`src/rtl/chuan_kou_pkg.sv`:
```
// Shared constants, baud-divider helper and receive-FSM encoding for the chuan_kou UART.
package chuan_kou_pkg;
    localparam int CLK_FREQ_DEFAULT = 100_000_000;
    localparam int BAUD_DEFAULT     = 9600;
    localparam int OVERSAMPLE       = 16;
    localparam int FRAME_BITS       = 10;

    // sys_clk cycles per oversample tick, truncated.
    function automatic int calc_div(input int clk_freq, input int baud);
        return clk_freq / (baud * OVERSAMPLE);
    endfunction

    typedef enum logic [2:0] {
        RXS_IDLE,
        RXS_START,
        RXS_DATA,
        RXS_STOP,
        RXS_WAIT_HIGH
    } rx_state_e;
endpackage

```
`src/rtl/chuan_kou_if.sv`:
```
// Peripheral-side signal bundle of the chuan_kou UART: serial pins plus TX/RX byte handshake.
interface chuan_kou_if;
    logic       UART_RX;
    logic       UART_TX;
    logic [7:0] TX_DATA;
    logic       TX_EN;
    logic       TX_STATUS;
    logic [7:0] RX_DATA;
    logic       RX_STATUS;

    modport master (
        output UART_RX, TX_DATA, TX_EN,
        input  UART_TX, TX_STATUS, RX_DATA, RX_STATUS
    );

    modport slave (
        input  UART_RX, TX_DATA, TX_EN,
        output UART_TX, TX_STATUS, RX_DATA, RX_STATUS
    );
endinterface

```
`src/rtl/chuan_kou_uart_rx_core.sv`:
```
// Receive path: 2-flop synchroniser, free-running 16x oversample tick and 8N1 deserialiser FSM.
module uart_rx_core
    import chuan_kou_pkg::*;
#(
    parameter int DIV = 4
) (
    input  logic       sys_clk,
    input  logic       reset,
    input  logic       rx_in,
    output logic [7:0] rx_data,
    output logic       rx_status
);
    localparam int DW = (DIV > 1) ? $clog2(DIV) : 1;

    logic          sync1_q, sync2_q, prev_q;
    logic [DW-1:0] div_q, div_d;
    logic          tick;
    rx_state_e     state_q, state_d;
    logic [3:0]    tcnt_q, tcnt_d;
    logic [2:0]    bcnt_q, bcnt_d;
    logic [7:0]    shift_q, shift_d;
    logic [7:0]    data_q, data_d;
    logic          stat_q, stat_d;

    assign tick  = (div_q == DW'(DIV - 1));
    assign div_d = tick ? '0 : div_q + DW'(1);

    always_comb begin
        state_d = state_q;
        tcnt_d  = tcnt_q;
        bcnt_d  = bcnt_q;
        shift_d = shift_q;
        data_d  = data_q;
        stat_d  = 1'b0;
        case (state_q)
            RXS_IDLE: begin
                if (prev_q && !sync2_q) begin
                    state_d = RXS_START;
                    tcnt_d  = '0;
                end
            end
            RXS_START: begin
                if (tick) begin
                    tcnt_d = tcnt_q + 4'd1;
                    // Half a bit in: a line already back high was only a glitch.
                    if (tcnt_q == 4'd7) begin
                        tcnt_d  = '0;
                        bcnt_d  = '0;
                        state_d = sync2_q ? RXS_IDLE : RXS_DATA;
                    end
                end
            end
            RXS_DATA: begin
                if (tick) begin
                    tcnt_d = tcnt_q + 4'd1;
                    if (tcnt_q == 4'd15) begin
                        shift_d = {sync2_q, shift_q[7:1]};
                        bcnt_d  = bcnt_q + 3'd1;
                        if (bcnt_q == 3'd7) state_d = RXS_STOP;
                    end
                end
            end
            RXS_STOP: begin
                if (tick) begin
                    tcnt_d = tcnt_q + 4'd1;
                    if (tcnt_q == 4'd15) begin
                        if (sync2_q) begin
                            data_d  = shift_q;
                            stat_d  = 1'b1;
                            state_d = RXS_IDLE;
                        end else begin
                            state_d = RXS_WAIT_HIGH;
                        end
                    end
                end
            end
            RXS_WAIT_HIGH: begin
                if (sync2_q) state_d = RXS_IDLE;
            end
            default: state_d = RXS_IDLE;
        endcase
    end

    always_ff @(posedge sys_clk or negedge reset) begin
        if (!reset) begin
            sync1_q <= 1'b1;
            sync2_q <= 1'b1;
            prev_q  <= 1'b1;
            div_q   <= '0;
            state_q <= RXS_IDLE;
            tcnt_q  <= '0;
            bcnt_q  <= '0;
            shift_q <= '0;
            data_q  <= '0;
            stat_q  <= 1'b0;
        end else begin
            sync1_q <= rx_in;
            sync2_q <= sync1_q;
            prev_q  <= sync2_q;
            div_q   <= div_d;
            state_q <= state_d;
            tcnt_q  <= tcnt_d;
            bcnt_q  <= bcnt_d;
            shift_q <= shift_d;
            data_q  <= data_d;
            stat_q  <= stat_d;
        end
    end

    assign rx_data   = data_q;
    assign rx_status = stat_q;
endmodule

```
`src/rtl/chuan_kou.sv`:
```
// Full-duplex 8N1 UART: inline transmitter plus uart_rx_core receiver, all on sys_clk.
module chuan_kou
    import chuan_kou_pkg::*;
#(
    parameter int CLK_FREQ = CLK_FREQ_DEFAULT,
    parameter int BAUD     = BAUD_DEFAULT,
    parameter int DIV      = calc_div(CLK_FREQ, BAUD)
) (
    input  logic       sys_clk,
    input  logic       reset,
    chuan_kou_if.slave bus
);
    localparam int BIT = OVERSAMPLE * DIV;
    localparam int CW  = $clog2(BIT);

    typedef enum logic {TX_IDLE, TX_SEND} tx_state_e;

    tx_state_e     tx_state_q, tx_state_d;
    logic          en_q, en_prev_q;
    logic [8:0]    tx_shift_q, tx_shift_d;
    logic [CW-1:0] clk_cnt_q, clk_cnt_d;
    logic [3:0]    bit_cnt_q, bit_cnt_d;
    logic          uart_tx_q, uart_tx_d;
    logic          tx_status_q, tx_status_d;
    logic          tx_accept;

    // Rise of the registered TX_EN while idle; rises during SEND are dropped.
    assign tx_accept = en_q && !en_prev_q && (tx_state_q == TX_IDLE);

    always_comb begin
        tx_state_d  = tx_state_q;
        tx_shift_d  = tx_shift_q;
        clk_cnt_d   = clk_cnt_q;
        bit_cnt_d   = bit_cnt_q;
        uart_tx_d   = uart_tx_q;
        tx_status_d = tx_status_q;
        case (tx_state_q)
            TX_IDLE: begin
                if (tx_accept) begin
                    tx_state_d  = TX_SEND;
                    tx_shift_d  = {1'b1, bus.TX_DATA};
                    clk_cnt_d   = '0;
                    bit_cnt_d   = '0;
                    uart_tx_d   = 1'b0;
                    tx_status_d = 1'b0;
                end
            end
            TX_SEND: begin
                clk_cnt_d = clk_cnt_q + CW'(1);
                if (clk_cnt_q == CW'(BIT - 1)) begin
                    clk_cnt_d = '0;
                    if (bit_cnt_q == 4'(FRAME_BITS - 1)) begin
                        tx_state_d  = TX_IDLE;
                        uart_tx_d   = 1'b1;
                        tx_status_d = 1'b1;
                    end else begin
                        uart_tx_d  = tx_shift_q[0];
                        tx_shift_d = {1'b1, tx_shift_q[8:1]};
                        bit_cnt_d  = bit_cnt_q + 4'd1;
                    end
                end
            end
            default: tx_state_d = TX_IDLE;
        endcase
    end

    always_ff @(posedge sys_clk or negedge reset) begin
        if (!reset) begin
            tx_state_q  <= TX_IDLE;
            en_q        <= 1'b0;
            en_prev_q   <= 1'b0;
            tx_shift_q  <= '1;
            clk_cnt_q   <= '0;
            bit_cnt_q   <= '0;
            uart_tx_q   <= 1'b1;
            tx_status_q <= 1'b1;
        end else begin
            tx_state_q  <= tx_state_d;
            en_q        <= bus.TX_EN;
            en_prev_q   <= en_q;
            tx_shift_q  <= tx_shift_d;
            clk_cnt_q   <= clk_cnt_d;
            bit_cnt_q   <= bit_cnt_d;
            uart_tx_q   <= uart_tx_d;
            tx_status_q <= tx_status_d;
        end
    end

    assign bus.UART_TX   = uart_tx_q;
    assign bus.TX_STATUS = tx_status_q;

    uart_rx_core #(.DIV(DIV)) u_rx (
        .sys_clk   (sys_clk),
        .reset     (reset),
        .rx_in     (bus.UART_RX),
        .rx_data   (bus.RX_DATA),
        .rx_status (bus.RX_STATUS)
    );
endmodule

```
`src/flat_wrapper.sv`:
```
// flat-port wrapper written by rule: the top's interface ports become plain ports
module chuan_kou_flat import chuan_kou_pkg::*;
#(
    parameter int CLK_FREQ = CLK_FREQ_DEFAULT,
    parameter int BAUD     = BAUD_DEFAULT,
    parameter int DIV      = calc_div(CLK_FREQ, BAUD)
)
  (sys_clk, reset, bus_UART_RX, bus_TX_DATA, bus_TX_EN, bus_UART_TX, bus_TX_STATUS, bus_RX_DATA, bus_RX_STATUS);
  chuan_kou_if bus_i ();
  input  logic sys_clk;
  input  logic reset;
  input wire logic [$bits(bus_i.UART_RX)-1:0] bus_UART_RX;
  input wire logic [$bits(bus_i.TX_DATA)-1:0] bus_TX_DATA;
  input wire logic [$bits(bus_i.TX_EN)-1:0] bus_TX_EN;
  output wire logic [$bits(bus_i.UART_TX)-1:0] bus_UART_TX;
  output wire logic [$bits(bus_i.TX_STATUS)-1:0] bus_TX_STATUS;
  output wire logic [$bits(bus_i.RX_DATA)-1:0] bus_RX_DATA;
  output wire logic [$bits(bus_i.RX_STATUS)-1:0] bus_RX_STATUS;
  assign bus_i.UART_RX = bus_UART_RX;
  assign bus_i.TX_DATA = bus_TX_DATA;
  assign bus_i.TX_EN = bus_TX_EN;
  assign bus_UART_TX = bus_i.UART_TX;
  assign bus_TX_STATUS = bus_i.TX_STATUS;
  assign bus_RX_DATA = bus_i.RX_DATA;
  assign bus_RX_STATUS = bus_i.RX_STATUS;
  chuan_kou #(.CLK_FREQ(CLK_FREQ), .BAUD(BAUD), .DIV(DIV)) u_core (.sys_clk(sys_clk), .reset(reset), .bus(bus_i));
endmodule
```
`config.mk`:
```
export PLATFORM = sky130hd
export DESIGN_NAME = chuan_kou_flat
export DESIGN_NICKNAME = d
export VERILOG_FILES = /design/src/rtl/chuan_kou_pkg.sv /design/src/rtl/chuan_kou_if.sv /design/src/rtl/chuan_kou_uart_rx_core.sv /design/src/rtl/chuan_kou.sv /design/src/flat_wrapper.sv
export SDC_FILE = /design/constraint.sdc
export NUM_CORES = 1
export LEC_CHECK = 0
export CAP_MARGIN = 20
export CORE_MARGIN = 2
export CORE_UTILIZATION = 35
export CTS_CLUSTER_SIZE = 40
export DETAILED_ROUTE_END_ITERATION = 8
export PLACE_DENSITY = 0.62
export RECOVER_POWER = 25
export SETUP_SLACK_MARGIN = 0.15
export SYNTH_ARGS = -nofsm -noshare
export SYNTH_HDL_FRONTEND = slang
export SYNTH_SLANG_ARGS = --single-unit
```
`constraint.sdc`:
```
create_clock -name sys_clk -period 2.5 [get_ports sys_clk]
set_input_delay 0.375 -clock sys_clk [delete_from_list [all_inputs] [get_ports sys_clk]]
set_output_delay 0.375 -clock sys_clk [all_outputs]
set_load 0.01 [all_outputs]
```
== After elaboration in Yosys (flattened, before gate mapping) ==
Index checks and enable logic that the tools add are counted.

* Add/sub/neg operators: 5
* $mul: 0
* Div/mod/pow operators: 0
* $lt $le $gt $ge: 0
* Eq/ne operators: 24
* Shift operators: 0
* Multiplexer cells: 49
* Bitwise logic cells: 1
* Reductions and logical operators: 17

{| class="wikitable"
|+ Operators with widths
! cell !! number
|-
| 3-bit 2-to-1 mux || 14
|-
| 14-bit 2-to-1 mux || 2
|-
| 4-bit 2-to-1 mux || 7
|-
| 14-bit case mux with 2 select lines || 1
|-
| 9-bit 2-to-1 mux || 3
|-
| 2-bit inequality test, second input constant || 12
|-
| 9-bit case mux with 2 select lines || 1
|-
| 3-bit case mux with 5 select lines || 1
|-
| 14-bit by 1-bit adder with 14-bit output, second input constant || 1
|-
| 14-bit equality test, second input constant || 1
|-
| 1-bit 2-to-1 mux || 12
|-
| 4-bit case mux with 3 select lines || 1
|-
| 10-bit by 1-bit adder with 10-bit output, second input constant || 1
|-
| 10-bit equality test, second input constant || 1
|-
| 10-bit 2-to-1 mux || 1
|-
| 3-bit AND reduction || 3
|-
| 9-bit AND reduction || 1
|-
| 4-bit by 1-bit adder with 4-bit output, second input constant || 2
|-
| 4-bit equality test, second input constant || 2
|-
| 4-bit case mux with 2 select lines || 1
|-
| 4-bit AND reduction || 2
|-
| 3-bit by 2-bit equality test with 1-bit output, second input constant || 2
|-
| 3-bit equality test, second input constant || 2
|-
| 1-bit case mux with 2 select lines || 3
|-
| 15 further kinds || 19
|}

* Flip-flop bits (word level): 72
* Bits in latches: 0
* Bits in writable memories: 0
* Memory bits (read-only): 0
* Bits of input ports: 12
* Output and inout port bits: 11
* Logic and storage cells: 114
* Memories: 0

== Depth between registers and ports, before layout ==
Gate-level depths: netlist of run 1.

* Depth after elaboration: 5
* Gate-level depth with buffers: 7
* Mapped depth without buffers: 6

== Modules after synthesis ==
Synthesis of run 1 repeated with hierarchy kept, for this count alone.

* Cells, all modules: 338
* Area total of the unflattened synthesis: 3691.0 µm²

{| class="wikitable"
|+ Modules (own cells, without submodules)
! module !! instances !! cells each !! area an instance (µm²) !! sequential area each (µm²)
|-
| uart_rx_core || 1 || 156 || 1904.3 || 1004.7
|-
| chuan_kou || 1 || 182 || 1786.7 || 788.3
|}

== Worst setup path before layout of run 1 ==
OpenSTA, ideal clock, no wires.

* Path kind: register to register
* Start: reg u_core.u_rx.div_q[5]
* End: reg u_core.u_rx.shift_q[0]
* Library setup time: 0.125 ns
* Arrival: 2.055 ns
* Data required time: 2.375 ns
* Path slack: 0.320 ns
* Cell stages (with the launch flop): 6
* Buffers on the path: 1
* Period minus slack after synthesis: 2.180 ns
* Cell sequence: dfrtp_1 > or4b_4 > nor3_4 > nor4b_2 > buf_4 > mux2_2

* Word-level cells in the longest chain between the ends: 2

{| class="wikitable"
|+ RTL lines
! element !! RTL line !! text
|-
| from (decl) || chuan_kou_uart_rx_core.sv:16 || <nowiki>logic [DW-1:0] div_q, div_d;</nowiki>
|-
| from (signal assigned) || chuan_kou_uart_rx_core.sv:100 || <nowiki>div_q <= div_d;</nowiki>
|-
| 10-bit equality test || chuan_kou_uart_rx_core.sv:25 || <nowiki>assign tick = (div_q == DW'(DIV - 1));</nowiki>
|-
| 3-bit AND reduction (no source line) || n/a ||
|-
| to (signal assigned) || chuan_kou_uart_rx_core.sv:104 || <nowiki>shift_q <= shift_d;</nowiki>
|-
| to (decl) || chuan_kou_uart_rx_core.sv:21 || <nowiki>logic [7:0] shift_q, shift_d;</nowiki>
|}

No other way between the ends.
A chain may end at the register's enable or synchronous reset.

== Worst setup path after layout of run 1 ==
* Start: reg u_core.u_rx.div_q[5]
* End: reg u_core.u_rx.tcnt_q[0]

* Word-level cells in the longest chain between the ends: 3
* Elaborated cells on any way between the ends: 4
* Classes of those cells: 3 x eq/ne; 1 x reduce/logical

{| class="wikitable"
|+ RTL lines
! element !! RTL line !! text
|-
| 10-bit equality test (*) || chuan_kou_uart_rx_core.sv:25 ||
|-
| 2-bit by 1-bit inequality test with 1-bit output (no source line) or 2-bit inequality test (tied branches) || n/a ||
|-
| 4-bit AND reduction (no source line) (*) || n/a ||
|-
| to (signal assigned) || chuan_kou_uart_rx_core.sv:102 || <nowiki>tcnt_q <= tcnt_d;</nowiki>
|-
| to (decl) || chuan_kou_uart_rx_core.sv:19 || <nowiki>logic [3:0] tcnt_q, tcnt_d;</nowiki>
|}

Every way passes the cells marked *; elsewhere a longest branch is shown, timed or not.

==> summary.txt, run 1 <==
Clock network
  • Setup bufs post-CTS: 0
  • Clock slew at the register clock pins of the worst setup and hold paths: 0.07 ns
  • Clk root buf: clkbuf_8
  • CTS HTree Levels: 3
  • CTS Buffer Depth: 2
  • Cts hold-fix bufs: 0
  • CTS sink cnt: 71
  • Latest clock arrival within the worst-skew pair: 0.35 ns
  • Clock buffer count from CTS: 9
  • # resized after CTS: 0
  • CTS tree: built

Global route
  • Vias in the first global route: 2,608
  • First-pass GRT wire length: 12,300 um
  • Gr usage total: 0.139
  • Overflow after GRT: 0
  • Antenna violations before repair: 0
  • Largest net degree at the start of global routing: 72

Floorplanning
  • Area of the die: 10,800 um2
  • Die height: 104 um
  • Placeable Area: 9730 um2
  • Ports: 23
  • Initial Util: 0.358
  • Std cell rows: 36
  • Horiz. Die Dim: 104 um

Synthesis
  • Post-Synthesis Cells: 341
  • Synth Register Bits: 71
  • Share of Yosys cell area claimed by the top area cell type: 0.417
  • EDFF count, synth: 0
  • Post-synth cell types: 54
  • Sequential share of the synthesized area: 0.515
  • Yosys Warn Count: 0
  • Mapped Nets: 361
  • Largest area contributor in the netlist: dfrtp_1
  • Main synth FF type: dfrtp_1
  • Synth top area cells: dfrtp_1 (42%), dfstp_2 (9.8%), mux2_2 (5.8%), nand2_1 (4.3%), ha_1 (2.9%)
  • Mapped Area: 3480 um2
  • Syn Area/Cell: 10.2 um2
  • Ys async rst share: 1.00

STA
  • Max_slew headroom: -0.128
  • Fin crit period: 2.21 ns
  • RSZ-0062 raised after global routing: no
  • Final setup fails: 0
  • Hold Vio Cnt, Final: 0
  • Slew @ Worst Pin: 1.69 ns
  • Worst setup margin: 0.292 ns
  • Worst Skew: 0.00883 ns
  • Post-Route Setup TNS: 0 ns
  • Highest clock rate: 453 MHz
  • Fin crit share: 0.883
  • Pins over their slew limit: 72

Setup path
  • Crit path cell chain: or4b_4 -> or4_4 -> a21oi_1 -> mux2i_1
  • CP delay by family, top: simple AND/OR/NAND/NOR gates
  • WP buf/inv: 0
  • CP arrival: 2.47 ns
  • Crit path kind: reg -> reg
  • Slowest stage delay, CP: 0.58 ns
  • Worst setup SP type: flop
  • Critical-path top delay cell: or4b_4
  • CP required: 2.76 ns
  • Crit path max fanout: 4
  • Crit path capture type: flop

Route
  • Routed WL per cell: 13.7 um
  • WL met3: 288 um
  • Met1 WL: 3330 um
  • Initial drt markers: 123
  • Drt via density: 5.30
  • ANT nets after route: 0
  • Residual DRC: 0
  • TritonRoute pass-1 iters: 4
  • Wire length on met2: 3310 um
  • DR vias: 2,681
  • Top Metal Used: met4
  • Total routed wirelength: 6960 um

Placement
  • Port Buffers: 22
  • Post-DP HPWL: 4600 um
  • Placed instance area: 3890 um2
  • DP Worst Slack: 0.287 ns
  • RD Place Congestion: 0.797

Layout
  • Nets: 388
  • Most frequent cells in the layout: dfrtp_1 (58), nand2_1 (40), nor2_1 (22)
  • Commonest non-fill, non-tap cell in the layout: dfrtp_1
  • Area delta synth->final: 18.4%
  • Number of diodes: 0
  • Fin area: 4130 um2
  • Share of cells above drive strength 1: 0.174
  • Core Util, Final: 0.424

Worst hold path
  • HP Class: reg -> reg

Outcome
  • Outcome: complete, but fails checks
  • Violated checks: capacitance limit, slew limit

Power
  • Pwr Density: 729 nW/um2
  • Total power: 3.01 mW
  • Static Leak: 1.84 nW
  • Worst vdd ir: 361 uV

Run
  • Max Cap Viol: 1
## kinds of logic (layout without fill, tap and decap cells)
logic type,after synthesis,in the layout,synth area share
compound gates,70,70,0.134
xor+xnor,8,8,0.0201
fa+ha+maj,8,8,0.0287
buf+inv,29,61,0.0327
flops,71,71,0.515
mux,22,22,0.0697
simple gates,133,133,0.200
## path summary, 6_finish.rpt
kind / end / slack, ns / cells past startpoint / from
max: u_core.u_rx.tcnt_q[0] / 0.29 / 4 / u_core.u_rx.div_q[5]
max in group asynchronous: u_core.clk_cnt_q[10] / 0.95 / 2 / reset
min in group asynchronous: u_core.u_rx.state_q[2] / 0.56 / 2 / reset
min reg2reg: u_core.u_rx.sync2_q / 0.36 / 0 / u_core.u_rx.sync1_q
min: u_core.u_rx.sync2_q / 0.36 / 0 / u_core.u_rx.sync1_q
max reg2reg: u_core.u_rx.tcnt_q[0] / 0.29 / 4 / u_core.u_rx.div_q[5]
## power breakdown
part / total, mW / switching [mW] / internal, mW
registers: 1.45 / 0.145 / 1.30
logic: 0.435 / 0.236 / 0.199
clock network: 1.12 / 0.432 / 0.692
total: 3.01 / 0.813 / 2.19
## metal layers
metal | GRT usage | vias up
li1 | - | 1301
met1 | 0.174 | 1325
met2 | 0.226 | 53
met3 | 0.0535 | 2
met4 | 0.0396 | 0
met5 | 0 | -
## stage by stage
| step | cells | hold slack [ns] |
|---|---|---|
| global placement | 490 | 0.351 |
| global route | 506 | 0.370 |
| floorplan | 341 | 0.0794 |
| detailed placement | 490 | 0.354 |
| finish | 506 | 0.364 |
| CTS | 506 | 0.0484 |
## Yosys cell counts (3+ instances only)
cell,count
dfstp_2,13
ha_1,8
nor3_1,5
nand2_1,40
nand4_1,6
nand2b_1,5
o211ai_1,4
xnor2_1,4
a21oi_1,9
inv_1,11
or3_1,3
nand3b_1,3
nor4_1,4
xor2_1,4
mux2_2,18
a31oi_1,14
mux2i_1,4
o21ai_0,18
nor2_1,22
and3_1,10
nand3_1,20
clkbuf_1,15
dfrtp_1,58
a22o_1,6
a41oi_1,3
## registers in the layout, indices dropped and copies added (netlist names), 3 cells and up
signal	cells
u_core.bit_cnt_q	4
u_core.u_rx.div_q	10
u_core.u_rx.rx_data	8
u_core.u_rx.tcnt_q	4
u_core.u_rx.shift_q	8
u_core.clk_cnt_q	14
u_core.u_rx.bcnt_q	3
u_core.u_rx.state_q	3
u_core.tx_shift_q	8
## area by class of cell
cell class / instances / area, um2
clock buffers: 11 / 141
clock inverters: 5 / 104
fillers: 947 / 5600
inverters: 11 / 41.3
multi-input cells: 241 / 1580
flip-flops and latches: 71 / 1790
well taps: 133 / 166
repair buffers: 34 / 303
Power figures use the tool's default switching activity.
==> run 2, diff against run 1 <==
--- a/config.mk
+++ b/config.mk
@@ -7,12 +7,13 @@
 export LEC_CHECK = 0
 export CAP_MARGIN = 20
 export CORE_MARGIN = 2
-export CORE_UTILIZATION = 35
+export CORE_UTILIZATION = 59
 export CTS_CLUSTER_SIZE = 40
 export DETAILED_ROUTE_END_ITERATION = 8
-export PLACE_DENSITY = 0.62
+export PLACE_DENSITY = 0.89
 export RECOVER_POWER = 25
 export SETUP_SLACK_MARGIN = 0.15
 export SYNTH_ARGS = -nofsm -noshare
 export SYNTH_HDL_FRONTEND = slang
+export SYNTH_HIERARCHICAL = 1
 export SYNTH_SLANG_ARGS = --single-unit
==> run 2 against run 1 <==
Against the previous run:
- the flow now finishes without violations
- register-to-register slack better by 0.08 ns
- sequential power is 7% lower
- die area is 36% lower
- wire length is 9.3% higher
- global-route usage is 9.2 points higher
- synthesized cell count is 0.88% lower
- count of clock-buffer cells in the layout is 2 lower
- highest routed layer unchanged
==> summary.txt, run 2 <==
Layout
  • Number of diodes: 0 (unchanged)
  • Most frequent cells in the layout: dfrtp_1 (58), nand2_1 (23), clkdlybuf4s50_1 (19)
  • Nets: 384 (-1.0%)
  • Cell Count, Final, Fillers Out: 443 (-12%)
  • Largest register by flop count: u_core/clk_cnt_q
  • Commonest non-fill, non-tap cell in the layout: dfrtp_1
  • Share of cells above drive strength 1: 0.193 (+0.0187)
  • Largest regs: u_core/clk_cnt_q x14, u_core/u_rx/div_q x10
  • Largest register FFs: 14 (unchanged)
  • Area delta synth->final: 13.5%

Power
  • Static Leak: 1.88 nW (+1.8%)
  • Pwr Density: 623 nW/um2 (-15%)
  • Worst vdd ir: 429 uV (+19%)
  • Total power: 2.61 mW (-13%)

Setup path
  • Worst r2r dst: u_core/u_rx/shift_q[0]
  • R2R setup slack: 0.37 ns (+0.08 ns)
  • Crit path kind: reg -> reg
  • CP arrival: 2.36 ns (-0.11 ns)
  • Reg-to-reg startpoint: u_core/u_rx/div_q[6]
  • CP Capture Point: u_core/u_rx/shift_q[0]
  • Crit path cell chain: nor3b_2 -> nand4_2 -> or3_1 -> mux2_4
  • Crit path capture type: flop
  • Worst setup SP type: flop
  • Slowest stage delay, CP: 0.58 ns (about the same)
  • Crit path from: u_core/u_rx/div_q[6]
  • CP delay by family, top: simple AND/OR/NAND/NOR gates
  • WP buf/inv: 0 (unchanged)
  • Critical-path top delay cell: or3_1
  • Reg2Reg Depth: 4 (unchanged)
  • Crit path max fanout: 7 (+3)
  • Cell depth of the worst setup path: 4 (unchanged)
  • CP required: 2.73 ns (-0.03 ns)

Clock network
  • Cts hold-fix bufs: 0 (unchanged)
  • CTS Buffer Depth: 2 (unchanged)
  • # resized after CTS: 0 (unchanged)
  • CTS HTree Levels: 3 (unchanged)
  • CTS tree: built
  • Clk root buf: clkbuf_8
  • Clock slew at the register clock pins of the worst setup and hold paths: 0.08 ns (about the same)
  • Setup bufs post-CTS: 0 (unchanged)
  • Clock buffer count from CTS: 9 (unchanged)
  • CTS sink cnt: 71 (unchanged)
  • Latest clock arrival within the worst-skew pair: 0.34 ns (about the same)

Synthesis
  • Yosys Warn Count: 6 (+6)
  • Largest area contributor in the netlist: dfrtp_1
  • Main synth FF type: dfrtp_1
  • Count leader, synth: dfrtp_1
  • Share of Yosys cell area claimed by the top area cell type: 0.393 (-0.0234)
  • Mapped Nets: 359 (-0.55%)
  • Ys async rst share: 1.00 (unchanged)
  • Post-Synthesis Cells: 338 (-0.88%)
  • Synth Register Bits: 71 (unchanged)
  • Syn Area/Cell: 10.9 um2 (+6.9%)
  • Synth top area cells: dfrtp_1 (39%), dfstp_2 (9.3%), mux2_2 (4.6%), ha_1 (3.1%), mux2_4 (2.8%)
  • Commonest cells post-synth: dfrtp_1 (58), nand2_1 (23), nor2_1 (18), nand3_1 (17), mux2_2 (15)
  • EDFF count, synth: 0 (unchanged)
  • Mapped Area: 3690 um2 (+6.0%)
  • Post-synth cell types: 64 (+19%)
  • Sequential share of the synthesized area: 0.486 (-0.0290)

Placement
  • DP Worst Slack: 0.405 ns (+0.118 ns)
  • Post-DP HPWL: 5230 um (+14%)
  • Port Buffers: 22 (unchanged)
  • Post-Place Cells: 427 (-13%)
  • RD Place Congestion: 0.930 (+17%)

Floorplanning
  • Ports: 23 (unchanged)
  • Initial Util: 0.616 (+0.258)
  • Placeable Area: 5990 um2 (-38%)
  • Area of the die: 6900 um2 (-36%)
  • Std cell rows: 28 (-22%)
  • Horiz. Die Dim: 83.1 um (-20%)
  • Die height: 83.1 um (-20%)

STA
  • Fin crit share: 0.852 (-0.0316)
  • RSZ-0062 raised after global routing: no
  • Post-Route Setup TNS: 0 ns (unchanged)
  • Worst Skew: 0.00769 ns (-0.00114 ns)
  • Max_slew headroom: 0.0134 (+0.141)
  • Slew @ Worst Pin: 1.48 ns (-0.212 ns)
  • Fin crit period: 2.13 ns (-0.0790 ns)
  • Worst setup margin: 0.371 ns (+0.0790 ns)
  • Final setup fails: 0 (unchanged)
  • Highest clock rate: 470 MHz (+3.7%)
  • Pins over their slew limit: 0 (-100%)
  • Hold Vio Cnt, Final: 0 (unchanged)

Global route
  • Vias in the first global route: 2,866 (+9.9%)
  • Overflow after GRT: 0 (unchanged)
  • Largest net degree at the start of global routing: 30 (-58%)
  • Gr usage total: 0.232 (+0.0921)
  • First-pass GRT wire length: 13,100 um (+6.3%)
  • Antenna violations before repair: 0 (unchanged)

Worst hold path
  • HP Class: reg -> reg
  • WHS Path Cells: 0 (unchanged)

Route
  • ANT nets after route: 0 (unchanged)
  • DR vias: 2,862 (+6.8%)
  • Total routed wirelength: 7600 um (+9.3%)
  • Initial drt markers: 170 (+38%)
  • Drt via density: 6.46 (+22%)
  • Residual DRC: 0 (unchanged)
  • TritonRoute pass-1 iters: 5 (+1)
  • Routed WL per cell: 17.2 um (+25%)

Outcome
  • Outcome: finished clean

Run
  • Max Cap Viol: 0 (-1)
## run 2: logic make-up after synthesis
family                     count (synthesis)  share of synthesized area
AOI/OAI and AO/OA                         70                      0.139
xor gates and xnor gates                   9                     0.0214
and+or+nand+nor                          126                      0.206
DFF                                       71                      0.486
adders and majority gates                  9                     0.0305
muxes                                     25                     0.0824
buffers and inverters                     28                     0.0356
## run 2: where the power goes
group / switching [mW] / internal (mW)
Sequential: 0.117 / 1.23
Combinational: 0.133 / 0.123
Clock: 0.440 / 0.563
## run 2: how the worst min path moves through the flow
stage	end	from	slack [ns]
after floorplan	u_core/bit_cnt_q[0]	reset	0.08
after global placement	u_core/u_rx/sync2_q	u_core/u_rx/sync1_q	0.35
after detailed placement	u_core/u_rx/sync2_q	u_core/u_rx/sync1_q	0.35
after CTS	u_core/clk_cnt_q[9]	reset	0.05
after global routing	u_core/u_rx/sync2_q	u_core/u_rx/sync1_q	0.36
final	u_core/u_rx/sync2_q	u_core/u_rx/sync1_q	0.35
## run 2: layout make-up
| type | instances | area [um2] |
|---|---|---|
| Clock buffer | 9 | 124 |
| Clock inverter | 7 | 97.6 |
| Fill cell | 418 | 1800 |
| Inverter | 13 | 48.8 |
| Multi-Input combinational cell | 239 | 1770 |
| Sequential cell | 71 | 1790 |
| Tap cell | 75 | 93.8 |
| Timing Repair Buffer | 29 | 264 |
## run 2: metal layers
| layer | share of wire | GRT usage | vias up |
|---|---|---|---|
| met1 | 0.42 | 0.291 | 1405 |
| met5 | 0 | 0 | - |
| met2 | 0.51 | 0.383 | 110 |
| met3 | 0.053 | 0.0497 | 17 |
| li1 | - | - | 1330 |
| met4 | 0.015 | 0.107 | 0 |
## run 2: metrics by stage
step | utilization | cell area (um2) | hold WS, ns
6_report | 0.699 | 4190 | 0.355
4_1_cts | 0.700 | 4190 | 0.0464
3_5_place_dp | 0.663 | 3970 | 0.350
3_3_place_gp | 0.663 | 3970 | 0.350
5_1_grt | 0.699 | 4190 | 0.359
2_1_floorplan | - | 3690 | 0.0794
